`src/rtl/alu_pkg.sv`:
```
// alu_pkg: shared ALU widths, opcode map and sequencer state encoding
package alu_pkg;
  localparam int ALU_WIDTH = 8;
  localparam int ALU_OPW = 4;
  localparam logic [3:0] OP_OR = 4'd0;
  localparam logic [3:0] OP_AND = 4'd1;
  localparam logic [3:0] OP_NOT = 4'd2;
  localparam logic [3:0] OP_ADD = 4'd3;
  localparam logic [3:0] OP_SUB = 4'd4;
  localparam logic [3:0] OP_NEG = 4'd5;
  localparam logic [3:0] OP_MUL = 4'd6;
  localparam logic [3:0] OP_DIV = 4'd7;
  localparam logic [3:0] OP_SHL = 4'd8;
  localparam logic [3:0] OP_SHR = 4'd9;
  localparam logic [3:0] OP_SHRA = 4'd10;
  localparam logic [3:0] OP_ROL = 4'd11;
  localparam logic [3:0] OP_ROR = 4'd12;
  typedef enum logic [1:0] {IDLE, LOAD_Y, EXEC, RESP} state_t;
endpackage

```
`src/rtl/alu_sequencer_if.sv`:
```
// alu_sequencer_if: request/response handshake plus ALU drive/capture signals
interface alu_sequencer_if #(parameter int WIDTH = alu_pkg::ALU_WIDTH, parameter int OPW = alu_pkg::ALU_OPW);
  logic req_valid;
  logic req_ready;
  logic [OPW-1:0] req_op;
  logic [WIDTH-1:0] req_a;
  logic [WIDTH-1:0] req_b;
  logic [WIDTH-1:0] alu_a;
  logic [WIDTH-1:0] alu_b;
  logic [OPW-1:0] alu_op;
  logic [WIDTH-1:0] alu_result;
  logic rsp_valid;
  logic rsp_ready;
  logic [WIDTH-1:0] rsp_data;
  logic rsp_zero;
  logic rsp_neg;
  logic rsp_err;
  modport master (
    output req_valid, req_op, req_a, req_b, alu_result, rsp_ready,
    input req_ready, alu_a, alu_b, alu_op, rsp_valid, rsp_data, rsp_zero, rsp_neg, rsp_err
  );
  modport slave (
    input req_valid, req_op, req_a, req_b, alu_result, rsp_ready,
    output req_ready, alu_a, alu_b, alu_op, rsp_valid, rsp_data, rsp_zero, rsp_neg, rsp_err
  );
endinterface

```
`src/rtl/alu_reg.sv`:
```
// alu_reg: enabled register with asynchronous active-low clear, used for Y and Z
module alu_reg #(parameter int WIDTH = 8) (
  input logic clock,
  input logic clear,
  input logic en,
  input logic [WIDTH-1:0] d,
  output logic [WIDTH-1:0] q
);
  always_ff @(posedge clock or negedge clear)
    if (!clear) q <= '0;
    else if (en) q <= d;
endmodule

```
`src/rtl/alu_sequencer.sv`:
```
// alu_sequencer: issues one ALU op through Y-in/Z-out registers and holds the response
module alu_sequencer import alu_pkg::*; #(
  parameter int WIDTH = ALU_WIDTH,
  parameter int OPW = ALU_OPW,
  parameter int MAX_OP = 12
) (
  input logic clock,
  input logic clear,
  alu_sequencer_if.slave bus
);
  state_t state, next;
  logic [OPW-1:0] op_q;
  logic [WIDTH-1:0] a_q, b_q, y, z, z_d;
  logic err, take, bad, y_en, z_en;
  assign take = state == IDLE && bus.req_valid;
  assign bad = 32'(bus.req_op) > 32'(MAX_OP);
  always_ff @(posedge clock or negedge clear)
    if (!clear) state <= IDLE;
    else state <= next;
  always_comb begin
    next = state;
    case (state)
      IDLE: next = bus.req_valid ? (bad ? RESP : LOAD_Y) : IDLE;
      LOAD_Y: next = EXEC;
      EXEC: next = RESP;
      RESP: next = bus.rsp_ready ? IDLE : RESP;
      default: next = IDLE;
    endcase
  end
  always_comb begin
    y_en = state == LOAD_Y;
    z_en = state == EXEC || (take && bad);
    z_d = state == EXEC ? bus.alu_result : '0;
    bus.req_ready = state == IDLE;
    bus.rsp_valid = state == RESP;
    bus.alu_a = y;
    bus.alu_b = state == EXEC ? b_q : '0;
    bus.alu_op = state == EXEC ? op_q : '0;
    bus.rsp_data = z;
    bus.rsp_zero = z == '0;
    bus.rsp_neg = z[WIDTH-1];
    bus.rsp_err = err;
  end
  always_ff @(posedge clock or negedge clear)
    if (!clear) begin
      op_q <= '0;
      a_q <= '0;
      b_q <= '0;
      err <= 1'b0;
    end else begin
      if (take) begin
        op_q <= bus.req_op;
        a_q <= bus.req_a;
        b_q <= bus.req_b;
      end
      if (take && bad) err <= 1'b1;
      else if (state == EXEC) err <= 1'b0;
    end
  alu_reg #(.WIDTH(WIDTH)) u_y (.clock(clock), .clear(clear), .en(y_en), .d(a_q), .q(y));
  alu_reg #(.WIDTH(WIDTH)) u_z (.clock(clock), .clear(clear), .en(z_en), .d(z_d), .q(z));
endmodule

```
`src/flat_wrapper.sv`:
```
// flat-port wrapper written by rule: the top's interface ports become plain ports
module alu_sequencer_flat import alu_pkg::*;
#(
  parameter int WIDTH = ALU_WIDTH,
  parameter int OPW = ALU_OPW,
  parameter int MAX_OP = 12
)
  (clock, clear, bus_req_valid, bus_req_op, bus_req_a, bus_req_b, bus_alu_result, bus_rsp_ready, bus_req_ready, bus_alu_a, bus_alu_b, bus_alu_op, bus_rsp_valid, bus_rsp_data, bus_rsp_zero, bus_rsp_neg, bus_rsp_err);
  alu_sequencer_if #(.WIDTH(WIDTH), .OPW(OPW)) bus_i ();
  input logic clock;
  input logic clear;
  input wire logic [$bits(bus_i.req_valid)-1:0] bus_req_valid;
  input wire logic [$bits(bus_i.req_op)-1:0] bus_req_op;
  input wire logic [$bits(bus_i.req_a)-1:0] bus_req_a;
  input wire logic [$bits(bus_i.req_b)-1:0] bus_req_b;
  input wire logic [$bits(bus_i.alu_result)-1:0] bus_alu_result;
  input wire logic [$bits(bus_i.rsp_ready)-1:0] bus_rsp_ready;
  output wire logic [$bits(bus_i.req_ready)-1:0] bus_req_ready;
  output wire logic [$bits(bus_i.alu_a)-1:0] bus_alu_a;
  output wire logic [$bits(bus_i.alu_b)-1:0] bus_alu_b;
  output wire logic [$bits(bus_i.alu_op)-1:0] bus_alu_op;
  output wire logic [$bits(bus_i.rsp_valid)-1:0] bus_rsp_valid;
  output wire logic [$bits(bus_i.rsp_data)-1:0] bus_rsp_data;
  output wire logic [$bits(bus_i.rsp_zero)-1:0] bus_rsp_zero;
  output wire logic [$bits(bus_i.rsp_neg)-1:0] bus_rsp_neg;
  output wire logic [$bits(bus_i.rsp_err)-1:0] bus_rsp_err;
  assign bus_i.req_valid = bus_req_valid;
  assign bus_i.req_op = bus_req_op;
  assign bus_i.req_a = bus_req_a;
  assign bus_i.req_b = bus_req_b;
  assign bus_i.alu_result = bus_alu_result;
  assign bus_i.rsp_ready = bus_rsp_ready;
  assign bus_req_ready = bus_i.req_ready;
  assign bus_alu_a = bus_i.alu_a;
  assign bus_alu_b = bus_i.alu_b;
  assign bus_alu_op = bus_i.alu_op;
  assign bus_rsp_valid = bus_i.rsp_valid;
  assign bus_rsp_data = bus_i.rsp_data;
  assign bus_rsp_zero = bus_i.rsp_zero;
  assign bus_rsp_neg = bus_i.rsp_neg;
  assign bus_rsp_err = bus_i.rsp_err;
  alu_sequencer #(.WIDTH(WIDTH), .OPW(OPW), .MAX_OP(MAX_OP)) u_core (.clock(clock), .clear(clear), .bus(bus_i));
endmodule
```
`config.mk`:
```
export PLATFORM = sky130hd
export DESIGN_NAME = alu_sequencer_flat
export DESIGN_NICKNAME = d
export VERILOG_FILES = /design/src/rtl/alu_pkg.sv /design/src/rtl/alu_sequencer_if.sv /design/src/rtl/alu_reg.sv /design/src/rtl/alu_sequencer.sv /design/src/flat_wrapper.sv
export SDC_FILE = /design/constraint.sdc
export NUM_CORES = 1
export LEC_CHECK = 0
export CORE_UTILIZATION = 38
export DETAILED_ROUTE_END_ITERATION = 6
export GPL_TIMING_DRIVEN = 0
export PLACE_DENSITY = 0.74
export SYNTH_ARGS = -nofsm -noshare
export SYNTH_HDL_FRONTEND = slang
export SYNTH_SLANG_ARGS = --single-unit
```
`constraint.sdc`:
```
create_clock -name clock -period 1.3 [get_ports clock]
set_input_delay 0.195 -clock clock [delete_from_list [all_inputs] [get_ports clock]]
set_output_delay 0.195 -clock clock [all_outputs]
set_load 0.005 [all_outputs]
```
==> impl_metrics.py, run 1 <==
metrics = {
    "power": {
        "p_per_area_nw_per_um2": 2316,
        "p_int_uw": 4368,
        "pwr-share-comb_pct": 53.5,
        "power_frac_clock_pct": 12.2,
        "total_power_uw": 6304,
        "p_leak_uw": 0.001308,
        "vdd_ir_drop_max_v": 0.001073,
        "p_seq_share_pct": 34.2,
        "p_sw_uw": 1937,
        "p_sw_share_pct": 30.72,
    },
    "final_layout": {
        "regArea_um2": 978.4,
        "multi_input_area_um2": 704.4,
        "nNetsFinal": 252,
        "final_common_cell": "dfrtp_1",
        "diodes": 0,
        "drive_gt1_share_pct": 45.25,
        "synthToLayoutAreaGrowth_pct": 67.51,
        "final_cell_mix": "dfrtp_1 (37), clkdlybuf4s50_1 (30), buf_6 (24), mux2_2 (18), nand2_1 (16)",
        "n_fill_cell": 300,
    },
    "synth": {
        "avgSynthCellArea_um2": 12.90,
        "synth_top_area_share_pct": 60.05,
        "yosys-top-cells-area": "dfrtp_1 (60%), mux2_2 (19%), and2_1 (5.0%)",
        "yosysSeqAreaShare_pct": 60.05,
        "syn_nets": 158,
        "synth_area_um2": 1625,
        "synth_seq_cells": 39,
        "yosysWarnings": 0,
        "synth_cell_type_count": 21,
        "synth_top_area_cell": "dfrtp_1",
        "synthCells": 126,
    },
    "die": {
        "num_rows": 23,
        "die_w_um": 67.40,
        "die_h_um": 67.40,
        "die_area_um2": 4543,
        "start_util_pct": 40.06,
        "core_area_um2": 4058,
        "io_pins": 65,
    },
    "sta": {
        "max_slew_margin_pct": 44.29,
        "fin_crit_ps": 1655,
        "clock_skew_ps": 8.810,
        "fin_ws_ps": -355.4,
        "tightest_slew_ps": 835.7,
        "whs_ps": 7.295,
        "finalHoldViolCount": 0,
        "setup_viol": 45,
        "fin_crit_sh_pct": 127.3,
        "report.final.slew_viol_count": 0,
        "rsz0062_at_grt": "true",
        "fin_setup_tns_ps": -10790,
        "fmax_mhz": 604.1,
    },
    "grt": {
        "grt_pass1_vias": 1428,
        "overflow": 0,
        "track_usage_pct": 21.61,
        "antenna_found_initial": 0,
        "grt_pass1_wl_mm": 6.817,
        "grtUsageMet3_pct": 6.419,
        "met1_usage_pct": 22.64,
        "busiest_layer": "met2",
        "grt_start_max_net_pins": 40,
        "use_met2_pct": 38.88,
    },
    "route": {
        "drtPass1Iterations": 4,
        "drc_errors": 0,
        "routed_via_density": 4.904,
        "drt_iter0_drc": 37,
        "routed_wl_mm": 4.469,
        "vias": 1329,
        "wl_per_cell_um": 16.49,
        "antenna_left": 0,
    },
    "worst_setup_path": {
        "crit_required_ps": 1110,
        "endpoint_kind": "output pin",
        "path_class": "flop to output pin",
        "critical_path.max_fanout": 4,
        "arrival_ps": 1460,
        "cp-start-kind": "flop",
        "r2r_slack_ps": -290,
    },
    "clocking": {
        "h-tree-depth": 2,
        "cts_buffers": 5,
        "clk_path_buf_depth": 2,
        "cts_root_buf": "clkbuf_8",
        "clk_latency_ps": 290,
        "cts_tree": "done",
        "cts.sinks": 39,
        "clkTransAtPathRegs_ps": 70,
    },
    "placement": {
        "dp_hpwl_mm": 2.609,
        "io_buffers": 64,
        "place_congestion": 0.6697,
    },
    "hold_path": {
        "hold_path_class": "primary input to asynchronous set/reset pin",
    },
    "job": {
        "max_cap_viol_count": 0,
    },
    "run_status": {
        "violations": "negative setup slack",
        "status": "finished, violations left",
    },
}
## metal layers
metal  wire length (µm)  up-vias
met5                  0        -
met4                 91        0
met3                337        9
met2               2213       56
met1               1827      648
li1                   -      616
## synthesized netlist by cell type
master	count
o21ai_0	8
a21o_1	1
nor3b_2	1
or4_1	2
and2_1	13
buf_6	2
inv_1	1
and2b_1	1
nand2b_1	1
buf_4	1
o21bai_1	1
dfrtp_1	39
buf_2	3
clkbuf_1	1
nand2_1	16
or2b_1	1
a21oi_1	2
mux2_2	28
nor2_1	2
o2111a_2	1
and3_1	1
## power groups by stage
stage	registers (µW)	logic [µW]	clock network, µW
global route	2230	3630	844
floorplan	2130	1110	0
global placement	2150	2250	0
detailed placement	2200	2350	0
finish	2160	3370	772
CTS	2120	3100	792
## what timing repair did
item | 4_1_cts | 5_1_grt
resized for setup | 128 | 24
endpoints found under the setup margin | 64 | 55
hold buffers | 0 | 0
setup buffers | 20 | 2
pin swaps | 19 | 3
cloned | 4 | 0
## registers in the layout, indices dropped and copies added, names as in the netlist
signal              cells
u_core.bus.rsp_err      1
u_core.state            2
u_core.op_q             4
u_core.b_q              8
u_core.u_y.q            8
u_core.u_z.q            8
u_core.a_q              8
## worst paths after layout
path                                               end  cells after the start                         from
min                        u_core.u_z.q[2]$_DFFE_PN0P_                      1                        clear
min reg2reg                u_core.u_y.q[4]$_DFFE_PN0N_                      1  u_core.u_y.q[4]$_DFFE_PN0N_
max in group asynchronous    u_core.state[0]$_DFF_PN0_                      1                        clear
max                                      bus_alu_op[1]                      5    u_core.state[0]$_DFF_PN0_
max reg2reg                  u_core.b_q[2]$_DFFE_PN0P_                      5    u_core.state[1]$_DFF_PN0_
min in group clock         u_core.u_z.q[1]$_DFFE_PN0P_                      3            bus_alu_result[1]
## layout make-up
cell class | count | share of cell area (%)
Inverter | 1 | 0.1379
Sequential cell | 39 | 35.94
Tap cell | 50 | 2.298
Buffer | 5 | 1.838
Timing Repair Buffer | 88 | 30.93
Clock inverter | 1 | 0.1838
Multi-Input combinational cell | 80 | 25.87
Clock buffer | 7 | 2.803
## critical path: stages, from the launching register on
cell and delay [ps]:
dfrtp_2 420, and2b_2 290, buf_8 130, buf_6 110, and2_4 140, buf_6 90
## through the flow
| stage | cell area [µm²] | setup slack [ps] | instances | utilization, % |
|---|---|---|---|---|
| after global placement | 2328 | -779.0 | 240 | 57.39 |
| final | 2723 | -355.4 | 271 | 67.10 |
| after global routing | 2723 | -403.4 | 271 | 67.10 |
| after CTS | 2670 | -343.8 | 272 | 65.80 |
| after floorplan | 1625 | -13.51 | 126 | - |
| after detailed placement | 2323 | -592.3 | 240 | 57.26 |
## cells by family after synthesis
kind of cell	count (synthesis)	synth area share (%)
muxes	28	19.40
buffers and inverters	8	3.233
and+or+nand+nor	38	12.55
DFF	39	60.05
AOI/OAI and AO/OA	13	4.773
No activity file was read; power rests on OpenSTA's default activity.
==> inputs of run 2 (changes only) <==
- SKIP_CTS_REPAIR_TIMING: not set -> 1
==> impl_metrics.py, run 2 (synthesis gave the netlist of run 1 again) <==
metrics = {
    "clocking": {
        "clkTransAtPathRegs_ps": 70,
        "cts_buffers": 5,
        "cts.sinks": 39,
        "cts_tree": "done",
        "h-tree-depth": 2,
        "clk_latency_ps": 290,
        "clk_path_buf_depth": 2,
        "cts_root_buf": "clkbuf_8",
    },
    "die": {
        "die_h_um": 67.40,
        "io_pins": 65,
        "core_area_um2": 4058,
        "die_area_um2": 4543,
        "start_util_pct": 40.06,
        "die_w_um": 67.40,
        "num_rows": 23,
    },
    "grt": {
        "busiest_layer": "met2",
        "grt_pass1_vias": 1204,
        "grt_start_max_net_pins": 40,
        "overflow": 0,
        "antenna_found_initial": 0,
        "grt_pass1_wl_mm": 5.451,
        "grtUsageMet3_pct": 5.912,
        "use_met2_pct": 29.00,
        "track_usage_pct": 17.12,
        "met1_usage_pct": 18.92,
    },
    "power": {
        "p_leak_uw": 0.001452,
        "total_power_uw": 6139,
        "vdd_ir_drop_max_v": 0.001159,
        "p_per_area_nw_per_um2": 2227,
    },
    "worst_setup_path": {
        "reg2reg_depth": 5,
        "crit_start": "u_core.state[1]$_DFF_PN0_",
        "crit_top_cell": "buf_6",
        "critical_path.max_fanout": 6,
        "path_class": "flop to output pin",
        "slowest_delay_ps": 440,
        "cp-start-kind": "flop",
        "r2r-start": "u_core.state[0]$_DFF_PN0_",
        "r2r_slack_ps": -270,
        "worst-path-stages": 5,
        "crit_required_ps": 1110,
        "cp_num_buf_inv": 3,
        "critPathSlowestCell": "dfrtp_2",
        "timing.rr.end": "u_core.b_q[6]$_DFFE_PN0P_",
        "arrival_ps": 1450,
        "endpoint_kind": "output pin",
        "crit_family": "flip-flops",
        "cp_cell_sequence": "and2b_2, buf_6, buf_6, and2_4, buf_6",
    },
    "final_layout": {
        "drive_gt1_share_pct": 45.21,
        "n_fill_cell": 291,
        "final_cell_mix": "dfrtp_1 (37), clkdlybuf4s50_1 (31), mux2_2 (23), buf_6 (22), dlymetal6s2s_1 (19)",
        "stdcell_area_um2": 2756,
        "synthToLayoutAreaGrowth_pct": 69.59,
        "nNetsFinal": 250,
        "diodes": 0,
        "final_common_cell": "dfrtp_1",
        "regArea_um2": 978.4,
        "multi_input_area_um2": 691.9,
    },
    "route": {
        "wl_per_cell_um": 16.04,
        "drc_errors": 0,
        "routed_via_density": 5.037,
        "routed_wl_mm": 4.315,
        "antenna_left": 0,
        "drt_iter0_drc": 46,
        "drtPass1Iterations": 4,
        "vias": 1355,
    },
    "sta": {
        "setup_viol": 45,
        "whs_ps": 14.00,
        "rsz0062_at_grt": "true",
        "fmax_mhz": 608.1,
        "report.final.slew_viol_count": 0,
        "max_slew_margin_pct": 43.56,
        "clock_skew_ps": 6.924,
        "fin_crit_sh_pct": 126.5,
        "tightest_slew_ps": 846.6,
        "fin_ws_ps": -344.4,
        "finalHoldViolCount": 0,
        "fin_crit_ps": 1644,
    },
    "run_status": {
        "violations": "negative setup slack",
        "status": "finished, violations left",
    },
    "placement": {
        "place_congestion": 0.6697,
        "io_buffers": 64,
        "placed_cell_area_um2": 2323,
        "dp_hpwl_mm": 2.609,
    },
    "hold_path": {
        "hold_path_class": "primary input to asynchronous set/reset pin",
    },
    "job": {
        "max_cap_viol_count": 0,
    },
}
[run 2: cell count changes in the layout (fill, tap and decap cells not counted), sizes merged]
cell,previous run,this run
buf,45,41
dlygate4sd2,15,0
dlymetal6s2s,0,19
clkdlybuf4s50,30,31
clkdlybuf4s15,3,0
[run 2: how the worst max path moves through the flow]
stage / end / slack [ps]
final: bus_alu_op[2] / -340
after detailed placement: bus_alu_b[2] / -590
after global routing: bus_req_ready / -410
after global placement: u_core.a_q[0]$_DFFE_PN0P_ / -780
after floorplan: u_core.a_q[0]$_DFFE_PN0P_ / -10
after CTS: bus_alu_b[2] / -920
[run 2: metal layers]
metal  vias up  wire, µm
met3         9       364
met2        57      2167
met1       671      1675
li1        618         -
met4         0       108
met5         -         0
[run 2: power by group]
group          leakage [µW]  internal [µW]  switching, µW
sequential         0.000469           1830            366
clock             0.0000422            376            389
combinational      0.000941           2110           1070
[run 2: per-stage QoR]
step	std cells	util, %	TNS [ps]	worst slack (ps)
final	269	67.93	-11170	-344.4
after global routing	269	67.93	-13380	-406.4
after detailed placement	240	57.26	-17580	-592.3
after floorplan	126	-	-270.3	-13.51
after global placement	240	57.39	-46240	-779.0
after CTS	248	59.27	-17970	-924.3
[run 2: cell type report]
| class | count | area share, % |
|---|---|---|
| clock buffers | 7 | 2.769 |
| repair buffers | 84 | 31.41 |
| inverters | 1 | 0.1362 |
| clock inverters | 1 | 0.1816 |
| multi-input cells | 80 | 25.10 |
| flip-flops and latches | 39 | 35.50 |
| plain buffers | 7 | 2.633 |
| well taps | 50 | 2.270 |
==> inputs of run 3 (changes only) <==
- ABC_AREA: not set -> 1
- CORE_UTILIZATION: 38 -> 43
- PLACE_DENSITY: 0.74 -> 0.79
- clock period: 1.3 -> 1.6 ns (I/O delays scaled with it)
==> impl_metrics.py, run 3 <==
metrics = {
    "worst_setup_path": {
        "arrival_ps": 1280,
        "path_class": "flop to output pin",
        "endpoint_kind": "output pin",
        "cp-start-kind": "flop",
        "critical_path.max_fanout": 10,
        "crit_required_ps": 1360,
    },
    "clocking": {
        "h-tree-depth": 2,
        "cts_root_buf": "clkbuf_8",
        "clk_latency_ps": 300,
        "cts.sinks": 39,
        "cts_buffers": 5,
        "clk_path_buf_depth": 2,
        "clkTransAtPathRegs_ps": 70,
        "cts_tree": "done",
    },
    "final_layout": {
        "drive_gt1_share_pct": 13.70,
        "synthToLayoutAreaGrowth_pct": 52.81,
        "n_fill_cell": 323,
        "nNetsFinal": 301,
        "multi_input_area_um2": 590.6,
        "diodes": 0,
        "final_cell_mix": "nand2_1 (78), clkdlybuf4s50_1 (48), dfrtp_1 (38), nor2_1 (19), nand3_1 (17)",
        "final_common_cell": "nand2_1",
        "final_cells": 318,
        "fin_util_pct": 69.66,
        "regArea_um2": 977.2,
    },
    "job": {
        "max_cap_viol_count": 0,
    },
    "die": {
        "start_util_pct": 45.59,
        "die_area_um2": 4195,
        "io_pins": 65,
        "die_h_um": 64.77,
        "die_w_um": 64.77,
        "core_area_um2": 3716,
        "num_rows": 22,
    },
    "placement": {
        "place_congestion": 0.7501,
        "detailedPlace.worstSlack_ps": -91.76,
        "io_buffers": 64,
        "placedCellCount": 307,
        "dp_hpwl_mm": 2.536,
    },
    "power": {
        "p_leak_uw": 0.001514,
        "p_per_area_nw_per_um2": 1792,
        "p_sw_share_pct": 33.93,
        "pwr-share-comb_pct": 45.4,
        "p_int_uw": 3064,
        "power_frac_clock_pct": 18.2,
        "p_seq_share_pct": 36.3,
        "p_sw_uw": 1574,
        "vdd_ir_drop_max_v": 0.0008077,
    },
    "synth": {
        "ys.flop_type": "dfrtp_1",
        "yosysSeqAreaShare_pct": 57.61,
        "synth_edf_count": 0,
        "synth_top_area_share_pct": 57.61,
        "synth_top_area_cell": "dfrtp_1",
        "synth.most_common_cell": "nand2_1",
        "synth_common_cells": "nand2_1 (79), dfrtp_1 (39), nor2_1 (19)",
        "synthCells": 195,
        "syn_nets": 227,
        "synthArstFlopShare_pct": 100.0,
        "yosys-top-cells-area": "dfrtp_1 (58%), nand2_1 (18%), o21ai_2 (5.2%)",
        "synth_seq_cells": 39,
        "yosysWarnings": 0,
        "synth_area_um2": 1694,
        "avgSynthCellArea_um2": 8.688,
        "synth_cell_type_count": 15,
    },
    "route": {
        "antenna_left": 0,
        "wl_per_cell_um": 11.38,
        "drt_iter0_drc": 106,
        "drtPass1Iterations": 4,
        "routed_via_density": 4.635,
        "routed_wl_mm": 3.620,
        "drc_errors": 0,
        "vias": 1474,
    },
    "grt": {
        "grt_pass1_wl_mm": 6.120,
        "track_usage_pct": 19.74,
        "grt_pass1_vias": 1398,
        "grt_start_max_net_pins": 40,
        "antenna_found_initial": 0,
        "overflow": 0,
    },
    "sta": {
        "tightest_slew_ps": 834.7,
        "fin_ws_ps": 82.53,
        "fin_crit_sh_pct": 94.84,
        "report.final.slew_viol_count": 0,
        "finalHoldViolCount": 0,
        "clock_skew_ps": 6.028,
        "fin_crit_ps": 1517,
        "max_slew_margin_pct": 44.35,
        "fmax_mhz": 659.0,
        "setup_viol": 0,
    },
    "hold_path": {
        "hold_path_class": "primary input to asynchronous set/reset pin",
    },
    "run_status": {
        "status": "complete, no violations",
    },
}
[run 3: changes by cell type in the layout (fill, tap and decap cells not counted), moves of 10 or more]
cell and delta:
nand2_1 +62, mux2_2 -23, buf_6 -17, clkdlybuf4s50_1 +17, nand3_1 +17, nor2_1 +17
inv_1 +15, and2_4 -12, buf_4 -10
[run 3: path summary, 6_finish.rpt]
kind                                             start  slack (ps)                          end  cells past startpoint
setup / recovery             u_core.state[0]$_DFF_PN0_          80                 bus_alu_b[6]                      5
hold / removal                                   clear          50  u_core.u_z.q[4]$_DFFE_PN0P_                      1
setup reg to reg             u_core.state[0]$_DFF_PN0_         310  u_core.u_z.q[0]$_DFFE_PN0P_                      7
hold reg to reg            u_core.u_y.q[0]$_DFFE_PN0N_         470  u_core.u_y.q[0]$_DFFE_PN0N_                      2
max in group asynchronous                        clear         980    u_core.state[1]$_DFF_PN0_                      1
min in group clock                        bus_req_a[6]         470    u_core.a_q[6]$_DFFE_PN0P_                      3
[run 3: worst max-delay path, stage by stage (launching register included)]
cell            delay [ps]
dfrtp_1                420
inv_2                   80
nand2_2                 70
buf_4                  180
nor2_1                 100
dlymetal6s2s_1         130
[run 3: area by class of cell]
class | instances | share of cell area (%)
flip-flops and latches | 39 | 37.75
repair buffers | 67 | 26.87
multi-input cells | 130 | 22.81
clock buffers | 6 | 3.190
inverters | 19 | 2.948
plain buffers | 7 | 2.755
well taps | 48 | 2.320
clock inverters | 2 | 1.353
[run 3: stage by stage]
stage / hold WS, ps / TNS [ps] / total power [µW] / instance area, µm²
after floorplan: -55.59 / 0 / 2763 / 1694
after global placement: 453.2 / -24600 / 3695 / 2395
after detailed placement: 386.7 / -667.3 / 3750 / 2390
after CTS: 65.62 / -5142 / 4602 / 2507
after global routing: 109.5 / -12.47 / 5026 / 2589
final: 45.70 / 0 / 4638 / 2589
[run 3: logic make-up after synthesis]
group,count (synthesis),share of synthesized area (%)
AOI/OAI and AO/OA,12,5.760
and+or+nand+nor,118,28.95
buffers and inverters,26,7.681
DFF,39,57.61
[run 3: per-layer routing]
layer / track usage (%) / wire length [µm] / vias up
met5: 0 / 0 / -
met4: 10.00 / 90 / 0
met3: 6.162 / 171 / 6
met2: 31.38 / 1797 / 44
met1: 23.97 / 1561 / 679
li1: - / - / 745
[run 3: power by group through the flow]
stage	Clock, µW	Sequential (µW)	Combinational (µW)
after detailed placement	0	1690	2060
after CTS	858	1670	2070
after global routing	913	1750	2370
after floorplan	0	1670	1090
final	846	1690	2110
after global placement	0	1670	2020
